==> config.mk <==
export PLATFORM = sky130hd
export DESIGN_NAME = hazard_unit
export DESIGN_NICKNAME = d
export VERILOG_FILES = /design/src/rtl/hazard_unit.sv
export SDC_FILE = /design/constraint.sdc
export NUM_CORES = 1
export LEC_CHECK = 0
export CAP_MARGIN = 20
export CORE_ASPECT_RATIO = 1.2
export CORE_MARGIN = 2
export CORE_UTILIZATION = 45
export CTS_CLUSTER_SIZE = 40
export DETAILED_ROUTE_END_ITERATION = 16
export GPL_TIMING_DRIVEN = 0
export PLACE_DENSITY = 0.74
export SLEW_MARGIN = 25
export SYNTH_ARGS = -nofsm -noshare
export SYNTH_HDL_FRONTEND = slang
export SYNTH_SLANG_ARGS = --single-unit
export TNS_END_PERCENT = 20
==> constraint.sdc <==
create_clock -name clk_i -period 7.5 [get_ports clk_i]
set_clock_uncertainty 0.15 [all_clocks]
set_input_delay 2.25 -clock clk_i [delete_from_list [all_inputs] [get_ports clk_i]]
set_output_delay 2.25 -clock clk_i [all_outputs]
set_load 0.01 [all_outputs]
==> src/rtl/hazard_unit.sv <==
// hazard_unit
//   Pipeline stall/flush controller that sits next to the forwarding unit in ID/EX.
//   - Load-use hazards that forwarding cannot cover: holds IF/ID and injects
//     LU_STALL bubbles into ID/EX.
//   - An outstanding data-memory access in MEM freezes the whole pipe.
//   - A taken branch/jump resolved in EX flushes the wrong-path IF/ID and ID/EX.
//   - Keeps a saturating count of IF-stall cycles and a sticky dmem-timeout flag.
//
// Handshake semantics: mem_req_i marks a dmem access in flight in MEM, and
//   mem_rsp_i marks its completion in the same cycle. A cycle with
//   mem_req_i=1 and mem_rsp_i=0 is a busy cycle and stalls the pipe. A cycle
//   with both high completes the access, and that cycle is not stalled.
//
// Ports
//   clk_i, rst_ni                     clock, async active-low reset
//   id_sel_rs1_i/_rs2_i, id_uses_*    source registers of the ID instruction
//   ex_sel_rd_i, ex_is_load_i         destination / load flag of the EX instruction
//   ex_redirect_i                     taken branch/jump resolved in EX
//   mem_req_i, mem_rsp_i              dmem access in flight / response
//   stall_if_o .. stall_mem_o         per-stage hold signals
//   flush_if_id_o, flush_id_ex_o      NOP injection into the pipeline registers
//   stall_cycles_o                    saturating count of cycles with stall_if_o=1
//   mem_err_o                         sticky dmem timeout flag
module hazard_unit #(
  parameter int LU_STALL    = 1,
  parameter int MEM_TIMEOUT = 255,
  parameter int CNT_W       = 32
) (
  input  logic             clk_i,
  input  logic             rst_ni,
  input  logic [4:0]       id_sel_rs1_i,
  input  logic [4:0]       id_sel_rs2_i,
  input  logic             id_uses_rs1_i,
  input  logic             id_uses_rs2_i,
  input  logic [4:0]       ex_sel_rd_i,
  input  logic             ex_is_load_i,
  input  logic             ex_redirect_i,
  input  logic             mem_req_i,
  input  logic             mem_rsp_i,
  output logic             stall_if_o,
  output logic             stall_id_o,
  output logic             stall_ex_o,
  output logic             stall_mem_o,
  output logic             flush_if_id_o,
  output logic             flush_id_ex_o,
  output logic [CNT_W-1:0] stall_cycles_o,
  output logic             mem_err_o
);

  localparam int WAIT_W = (MEM_TIMEOUT < 1) ? 1 : $clog2(MEM_TIMEOUT + 1);
  localparam logic [WAIT_W-1:0] TIMEOUT_V = WAIT_W'(MEM_TIMEOUT);
  // lu_cnt value of the last bubble cycle spent in LU_STALL_S
  localparam logic [1:0] LU_LAST = 2'(LU_STALL - 1);

  typedef enum logic [1:0] {
    RUN        = 2'd0,
    LU_STALL_S = 2'd1,
    MEM_WAIT   = 2'd2
  } state_e;

  state_e             state_q, state_d;
  state_e             eff_state;
  logic [1:0]         lu_cnt_q, lu_cnt_d;
  logic [WAIT_W-1:0]  wait_cnt_q, wait_cnt_d;
  logic [CNT_W-1:0]   stall_cnt_q;
  logic               mem_err_q, mem_err_d;
  logic               mem_busy;
  logic               lu_hit;

  assign mem_busy = mem_req_i & ~mem_rsp_i;
  assign lu_hit   = ex_is_load_i & (ex_sel_rd_i != 5'd0) &
                    ((id_uses_rs1_i & (id_sel_rs1_i == ex_sel_rd_i)) |
                     (id_uses_rs2_i & (id_sel_rs2_i == ex_sel_rd_i)));

  // When MEM_WAIT is released, the cycle is handled as the state the freeze
  // interrupted. A saved lu_cnt means the freeze interrupted a load-use stall.
  // Otherwise it was RUN, and the re-presented load-use hit must still be
  // caught in the release cycle.
  always_comb begin
    eff_state = state_q;
    if (state_q == MEM_WAIT) begin
      eff_state = (lu_cnt_q != 2'd0) ? LU_STALL_S : RUN;
    end
  end

  always_comb begin
    state_d       = state_q;
    lu_cnt_d      = lu_cnt_q;
    wait_cnt_d    = wait_cnt_q;
    mem_err_d     = mem_err_q;
    stall_if_o    = 1'b0;
    stall_id_o    = 1'b0;
    stall_ex_o    = 1'b0;
    stall_mem_o   = 1'b0;
    flush_if_id_o = 1'b0;
    flush_id_ex_o = 1'b0;

    if (mem_busy) begin
      // Whole pipe frozen; redirect / load-use are re-presented after release.
      stall_if_o  = 1'b1;
      stall_id_o  = 1'b1;
      stall_ex_o  = 1'b1;
      stall_mem_o = 1'b1;
      state_d     = MEM_WAIT;
      if (state_q == MEM_WAIT) begin
        if (wait_cnt_q != {WAIT_W{1'b1}}) begin
          wait_cnt_d = wait_cnt_q + 1'b1;
        end
        if (wait_cnt_d >= TIMEOUT_V) begin
          mem_err_d = 1'b1;
        end
      end
    end else begin
      wait_cnt_d = '0;
      state_d    = eff_state;
      if (ex_redirect_i) begin
        flush_if_id_o = 1'b1;
        flush_id_ex_o = 1'b1;
        state_d       = RUN;
        lu_cnt_d      = 2'd0;
      end else if (eff_state == LU_STALL_S) begin
        stall_if_o    = 1'b1;
        stall_id_o    = 1'b1;
        flush_id_ex_o = 1'b1;
        if (lu_cnt_q == LU_LAST) begin
          state_d  = RUN;
          lu_cnt_d = 2'd0;
        end else begin
          lu_cnt_d = lu_cnt_q + 2'd1;
        end
      end else if (lu_hit) begin
        stall_if_o    = 1'b1;
        stall_id_o    = 1'b1;
        flush_id_ex_o = 1'b1;
        // With a single-cycle stall the load leaves EX after this bubble,
        // so there is no need to leave RUN.
        if (LU_STALL > 1) begin
          state_d  = LU_STALL_S;
          lu_cnt_d = 2'd1;
        end
      end
    end

    if (!rst_ni) begin
      stall_if_o    = 1'b0;
      stall_id_o    = 1'b0;
      stall_ex_o    = 1'b0;
      stall_mem_o   = 1'b0;
      flush_if_id_o = 1'b1;
      flush_id_ex_o = 1'b1;
    end
  end

  always_ff @(posedge clk_i or negedge rst_ni) begin
    if (!rst_ni) begin
      state_q     <= RUN;
      lu_cnt_q    <= 2'd0;
      wait_cnt_q  <= '0;
      stall_cnt_q <= '0;
      mem_err_q   <= 1'b0;
    end else begin
      state_q    <= state_d;
      lu_cnt_q   <= lu_cnt_d;
      wait_cnt_q <= wait_cnt_d;
      mem_err_q  <= mem_err_d;
      if (stall_if_o && (stall_cnt_q != {CNT_W{1'b1}})) begin
        stall_cnt_q <= stall_cnt_q + 1'b1;
      end
    end
  end

  assign stall_cycles_o = stall_cnt_q;
  assign mem_err_o      = mem_err_q;

endmodule

# After elaboration in Yosys (flattened, before gate mapping)
# Cells that the tools add are included.
[classes]
n_addsub = 3
n_mul = 0
n_div = 0
order_cmp = 1
n_eq_ne = 7
shifts = 0
muxes = 27
n_bitwise = 8
n_reduce_logical = 7
[ops]
columns = ["cell", "count"]
rows = [
  ["two-way mux 8 bit", 5],
  ["adder 32 x 1 -> 32 bit (second input constant)", 1],
  ["inequality test 32 bit (second input constant)", 1],
  ["two-way mux 2 bit", 8],
  ["two-way mux 1 bit", 14],
  ["== test 5 bit", 2],
  ["adder 8 x 1 -> 8 bit (second input constant)", 1],
  ["greater-or-equal comparator 8 bit (second input constant)", 1],
  ["inequality test 8 bit (second input constant)", 1],
  ["AND 1 bit", 5],
  ["nonzero test 5 bit", 1],
  ["nonzero test 2 bit", 2],
  ["AND reduction 3 bit", 1],
  ["adder 2 x 1 -> 2 bit (second input constant)", 1],
  ["== test 2 x 1 -> 1 bit (second input constant)", 1],
  ["== test 2 bit (second input constant)", 1],
  ["logical NOT 2 bit", 1],
  ["inequality test 2 x 1 -> 1 bit (second input constant)", 1],
  ["inverter 1 bit", 2],
  ["AND reduction 2 bit", 1],
  ["logical AND 1 bit", 1],
  ["OR 1 bit", 1],
]
[totals]
regBits = 45
latchBits = 0
ramBits = 0
rom_bits = 0
in_bits = 23
output_inout_bits = 39
wordCells = 58
mem_count = 0

# Logic depth before layout (Yosys ltp)
# Gate-level depths: netlist (run 1).
[logic_depth]
ltp_word = 10
depth_mapped = 9
mapped_depth_nobuf = 7

# Worst setup path after synthesis (run 1)
# No wires, ideal clock.
[synth_path]
path_kind = "input to output"
startpoint = "input ex_sel_rd_i[1]"
endpoint = "output stall_if_o"
arrival_time_ns = 3.628
required_ns = 5.100
setup_slack_ns = 1.472
cell_stages = 7
n_path_buf = 2
path_cell_list = "or4_1 > o21ai_1 > nor3b_1 > a22oi_4 > buf_2 > inv_1 > buf_4"
[synth_via]
elab_chain_len = 9
[synth_lines]
columns = ["element", "line", "rtl"]
rows = [
  ["start: declaration", "35", "input logic [4:0] ex_sel_rd_i,"],
  ["== test 5 bit (on tied branches)", "72, 73", ""],
  ["AND 1 bit (on tied branches)", "72, 73", ""],
  ["OR 1 bit", "72", "((id_uses_rs1_i & (id_sel_rs1_i == ex_sel_rd_i)) |"],
  ["AND 1 bit *", "71", "assign lu_hit = ex_is_load_i & (ex_sel_rd_i != 5'd0) &"],
  ["two-way mux 1 bit * (5 in a row)", "n/a", ""],
  ["end: declaration", "40", "output logic stall_if_o,"],
]
# Every way passes the cells marked *; elsewhere a longest branch is shown, timed or not.

# Worst setup path in the final report (run 1)
[layout_path]
startpoint = "input ex_sel_rd_i[1]"
endpoint = "output stall_if_o"
[layout_via]
elab_chain_len = 9
[layout_lines]
columns = ["element", "line", "rtl"]
rows = [
  ["== test 5 bit (on tied branches)", "72, 73", ""],
  ["AND 1 bit (on tied branches)", "72, 73", ""],
  ["OR 1 bit", "72", ""],
  ["AND 1 bit *", "71", ""],
  ["two-way mux 1 bit *", "131", "end else if (lu_hit) begin"],
  ["two-way mux 1 bit *", "121", "end else if (eff_state == LU_STALL_S) begin"],
  ["two-way mux 1 bit *", "116", "if (ex_redirect_i) begin"],
  ["two-way mux 1 bit *", "98", "if (mem_busy) begin"],
  ["two-way mux 1 bit *", "144", "if (!rst_ni) begin"],
]
# Marked as above.

==> results of run 1 <==
logic make-up (layout without fill, tap and decap cells):
logic type,after synthesis,after routing
AND/OR/NAND/NOR,125,125
flip-flops,45,45
XOR/XNOR,44,44
AO/OA/AOI/OAI,22,22
buffers and inverters,17,86
adder cells (fa/ha/maj),4,4
multiplexers,4,4
critical path, stage by stage:
cell and delay [ns]:
clkdlybuf4s50_1 0.47, or4_1 0.54, o21ai_1 0.16, nor3b_1 0.09
a22oi_4 0.23, buf_2 0.27, inv_1 0.09, buf_4 0.13
clkdlybuf4s50_1 0.46
layer usage:
| layer | global-route usage | vias to the layer above | part of all wire |
|---|---|---|---|
| li1 | - | 1072 | - |
| met5 | 0 | - | 0 |
| met4 | 0.0589 | 0 | 0.011 |
| met1 | 0.245 | 1057 | 0.42 |
| met2 | 0.347 | 58 | 0.52 |
| met3 | 0.0442 | 8 | 0.046 |
power breakdown:
group / switching [µW] / internal (µW) / total (µW) / leakage [µW]
clock network: 84.8 / 132 / 217 / 0.0000681
registers: 25.0 / 262 / 287 / 0.000603
logic: 49.3 / 68.0 / 117 / 0.000857
cells in the final DEF (no fill, tap or decap), drive strengths merged, types with 9 or more instances in the layout:
master	count
clkdlybuf4s50	60
dfrtp	45
xor2	32
nand2	27
nor3	18
nor2	17
nand4	16
xnor2	12
nand3	12
nor4	12
buf	9
registers in the layout, indices dropped and copies added, names as in the netlist:
register / count
wait_cnt_q: 8
lu_cnt_q: 2
stall_cycles_o: 32
mem_err_o: 1
state_q: 2
worst paths after layout:
path / end / slack [ns] / cells past startpoint
min in group asynchronous: lu_cnt_q[1] / 1.80 / 1
worst min-delay path: mem_err_o / 0.32 / 1
worst min register to register: mem_err_o / 0.32 / 1
worst max register to register: stall_cycles_o[20] / 5.08 / 9
max in group asynchronous: stall_cycles_o[30] / 4.97 / 1
worst max-delay path: stall_if_o / 0.40 / 9
cell type report:
class / count / share of cell area
buffer: 11 / 0.0211
multi-input combinational: 199 / 0.396
timing repair buffer: 61 / 0.180
inverter: 6 / 0.00667
tap: 64 / 0.0237
clock buffer: 5 / 0.0204
sequential: 45 / 0.333
clock inverter: 3 / 0.0193
metrics by stage:
step,utilization,hold slack [ns]
floorplan,-,0.316
global placement,0.584,0.303
detailed placement,0.584,0.306
CTS,0.608,0.327
global route,0.608,0.362
finish,0.608,0.319
==> impl_results.md, run 1 <==
* Adder-cell share of the synthesized area at 0.0196
* Syn Area/Cell at 9.79 µm²
* Die Width at 72.8 µm
* Ys Warns at 0
* Clk_lat worst skew at 0.30 ns
* Post-synth EDFFs at 0
* DR DRC count at 0
* Beginning of the critical path: ex_sel_rd_i[1]
* Worst-path clk slew at 0.09 ns
* Post-Synthesis Cells at 261
* CTS root buffer: clkbuf_8
* Fin area at 0.00338 mm²
* Main combinational cell family by area after synthesis: simple AND/OR/NAND/NOR gates
* Die area at 0.00630 mm²
* Worst Setup Path Type: in -> out
* Num rows at 30
* Antenna cells at 0
* Number of global-route vias before repair at 2,209
* Slew margin rel. at 0.586
* Initial DRT Pass Iterations at 4
* Synth Area in Compound Gates at 0.0646
* # setup viols final at 0
* Mux share of post-synthesis cell area at 0.0186
* Synth Area in XOR/XNOR at 0.151
* Post-synth top area share at 0.441
* Aggregate global routing overflow at 0
* Multi-input logic area at 0.00134 mm²
* Avg WL per Cell at 14.9 µm
* Run status: complete, no violations
* Required @ worst endpoint at 5.10 ns
* Post_cts resized at 0
* Min-delay worst type: reg -> reg
* # clock sinks at 45
* Max-cap violations at 0
* Largest net degree at the start of global routing at 51
* DP Worst Slack at 0.402 ns
* Placed Instances at 386
* Primary FF master, synth: dfrtp_1
* CTS Buffer Depth at 2
* Sequential Area at 0.00113 mm²
* Total power at 621 µW
* Max-slew violation count at 0
* CTS buffer count at 5
* Worst R2R Start: stall_cycles_o[0]
* Non-filler cells, final at 394
* # port buffers at 61
* Layout fillers at 504
* Hold buffer count at cts at 0
* Final ANT Viol Nets at 0
* Min setup slack post-route at 0.402 ns
* Ys async rst share at 1.00
* Initial drt markers at 73
* Die Span Y at 86.6 µm
* Area growth, synth to finish at 32.2%
* Crit path DAT at 4.70 ns
* Tcrit/Tclk final at 0.946
* Post-synthesis cell type count at 47
* Routed wire length at 5890 µm
* Final TNS setup at 0 ns
* Initial Utilization at 0.460
* RePlAce Congestion at 0.766
* Min cycle time layout at 7.10 ns
* Synth area leader: dfrtp_1
* CTS tree: built
* Synth Area in Simple Gates at 0.269
* Final hold violation count at 0
* Worst hold start: mem_err_o
* # IOs at 62
* Fmax at 141 MHz
* Commonest cells post-synth: 45 x dfrtp_1, 32 x xor2_1, 27 x nand2_1
* Synthesized area at 0.00256 mm²
* Htree depth at 2
* Fraction of layout cells with a size suffix above 1 at 0.0848
* Net count after synthesis at 288
* # nets final at 356
* Total number of vias at 2,195
* PwrDens at 184 mW/mm²
* Startpoint Class: input pin
* First-pass GRT wire length at 9970 µm
* Leak at 0.00153 µW
* Initial antenna violation count at 0
* Core area at 0.00556 mm²
* Crit-path max FO at 10
* Setup crit end kind: output port
* Least-Margin Pin Slew at 0.621 ns
* Post-CTS setup buffers at 0
* Part of the Yosys area used for sequential elements at 0.441
* VDD IR-drop max at 0.206 mV
* HPWL Detailed at 4160 µm
* Placed inst area at 0.00324 mm²
* Via density at 5.57
* Yosys reg bits at 45
* Total Routing Usage GR at 0.199
* RSZ-0062 raised after global routing: false
* Area contributors post-synth: dfrtp_1 44%, xor2_1 11%, xnor2_1 4.1%, nand2_1 4.0%, nand4_1 3.7%
* Count leader, synth: dfrtp_1
Note: power is estimated with default switching activity, not from simulation.
==> inputs of run 2 (changes only) <==
Settings changed: CORE_MARGIN 2 to 1.
==> run 2 against run 1 <==
Compared with the run above: non-clock buffer count is the same; first-iteration DRC count up 36%; die area down 5.0%; power down 4.3%; global-route usage rose by 0.66 points; critical path type unchanged; setup slack worse by 0.0090 ns; highest routed layer unchanged; flip-flop and latch count did not move; register-to-register slack hardly changed; critical endpoint unchanged; cell count down 0.51%; largest power group unchanged.
==> impl_results.md, run 2 (same netlist as run 1, synthesis figures left out) <==
* PwrDens at 177 mW/mm²
* Clock network fraction of total power at 0.321
* Commonest cells after routing, fill and taps aside: 60 x clkdlybuf4s50_1, 45 x dfrtp_1, 32 x xor2_1, 27 x nand2_1, 16 x nor3_1
* Fraction of layout cells with a size suffix above 1 at 0.0848
* Number of global-route vias before repair at 2,291
* P_int at 438 µW
* # nets final at 356
* # IOs at 62
* Sw Share at 0.263
* Aggregate global routing overflow at 0
* Slew margin rel. at 0.588
* First-pass GRT wire length at 10,100 µm
* Final hold violation count at 0
* Antenna cells at 0
* Tcrit/Tclk final at 0.948
* CTS Buffer Depth at 2
* Total Routing Usage GR at 0.206
* Cell Chain, Critical Path: clkdlybuf4s50_1 > or4_1 > o21ai_1 > nor3b_1 > a22oi_4 > buf_2 > inv_1 > buf_4 > clkdlybuf4s50_1
* Avg WL per Cell at 14.5 µm
* Run status: complete, no violations
* Worst R2R Start: stall_cycles_o[0]
* Die Span Y at 84.6 µm
* Initial Utilization at 0.476
* Min cycle time layout at 7.11 ns
* Crit path DAT at 4.71 ns
* Area growth, synth to finish at 31.5%
* Initial DRT Pass Iterations at 6
* Final design utilization at 0.626
* Via density at 5.57
* Largest net degree at the start of global routing at 51
* DP Worst Slack at 0.375 ns
* Beginning of the critical path: ex_sel_rd_i[1]
* Routed wire length at 5690 µm
* Multi-input logic area at 0.00134 mm²
* Max reg flops at 32
* Fmax at 141 MHz
* CP peak stage delay at 0.55 ns
* # setup viols final at 0
* RePlAce Congestion at 0.817
* Max-cap violations at 0
* Min setup slack post-route at 0.393 ns
* VDD IR-drop max at 0.156 mV
* Worst Setup Path Type: in -> out
* CTS root buffer: clkbuf_8
* Top cell by count, worst path: clkdlybuf4s50_1
* Die Width at 70.8 µm
* Initial drt markers at 99
* Layout fillers at 477
* Sequential Area at 0.00113 mm²
* Post_cts resized at 0
* Critical path's slowest cell: or4_1
* Max-slew violation count at 0
* Sequential power share at 0.480
* Commonest non-fill, non-tap cell in the layout: clkdlybuf4s50_1
* Comb pwr share at 0.199
* Least-Margin Pin Slew at 0.617 ns
* P_sw at 156 µW
* Num rows at 29
* Post-CTS setup buffers at 0
* CTS tree: built
* Final ANT Viol Nets at 0
* RSZ-0062 raised after global routing: false
* Crit-path max FO at 10
* Total number of vias at 2,185
* DR DRC count at 0
* Worst hold start: mem_err_o
* CTS buffer count at 5
* Core area at 0.00537 mm²
* Hold buffer count at cts at 0
* # clock sinks at 45
* Worst-path clk slew at 0.09 ns
* Die area at 0.00599 mm²
* Required @ worst endpoint at 5.10 ns
* # port buffers at 61
* Initial antenna violation count at 0
* Startpoint Class: input pin
* Leak at 0.00152 µW
* Clk_lat worst skew at 0.30 ns
* Setup crit end kind: output port
* Min-delay worst type: reg -> reg
* HPWL Detailed at 4200 µm
* Htree depth at 2
-- run 2: cell types whose count changed in the layout (fill, tap and decap cells not counted) --
cell | previous run | this run
clkbuf_8 | 5 | 6
clkinv_2 | 1 | 0
clkinvlp_4 | 0 | 1
bufinv_16 | 2 | 1
-- run 2: path summary, 6_finish.rpt --
check,endpoint,slack (ns),cells after the start
worst max-delay path,stall_if_o,0.39,9
worst min-delay path,mem_err_o,0.32,1
worst max register to register,stall_cycles_o[18],5.07,9
worst min register to register,mem_err_o,0.32,1
max in group asynchronous,stall_cycles_o[4],4.97,1
min in group asynchronous,wait_cnt_q[6],1.82,1
-- run 2: critical path: cells and delay by family --
kind	cells	cell delay, ns
buffers and inverters	5	1.42
AO/OA/AOI/OAI	2	0.39
AND/OR/NAND/NOR	2	0.65
-- run 2: layout make-up --
class	instances	share of cell area
Clock buffer	6	0.0246
Multi-Input combinational cell	199	0.397
Tap cell	62	0.0231
Timing Repair Buffer	61	0.181
Inverter	6	0.00670
Clock inverter	2	0.0112
Sequential cell	45	0.335
Buffer	11	0.0212
-- run 2: routing by layer --
| layer | GRT usage | share of wire |
|---|---|---|
| met1 | 0.249 | 0.44 |
| met2 | 0.369 | 0.51 |
| met3 | 0.0468 | 0.041 |
| met4 | 0.0491 | 0.0088 |
| met5 | 0 | 0 |
-- run 2: power groups by stage --
stage | logic (µW) | clock network (µW) | registers (µW)
2_1_floorplan | 43.0 | 0 | 295
3_3_place_gp | 117 | 0 | 290
3_5_place_dp | 119 | 0 | 289
4_1_cts | 120 | 196 | 286
5_1_grt | 129 | 204 | 289
6_report | 118 | 190 | 285
-- run 2: stage by stage --
stage | total power, µW | hold WS [ns] | instances | TNS, ns | area (µm²)
final | 594 | 0.322 | 392 | 0 | 3360
after global routing | 623 | 0.361 | 392 | 0 | 3360
after CTS | 601 | 0.325 | 392 | 0 | 3360
after detailed placement | 408 | 0.305 | 384 | 0 | 3240
after global placement | 407 | 0.307 | 384 | -1.92 | 3240
after floorplan | 338 | 0.316 | 261 | 0 | 2560
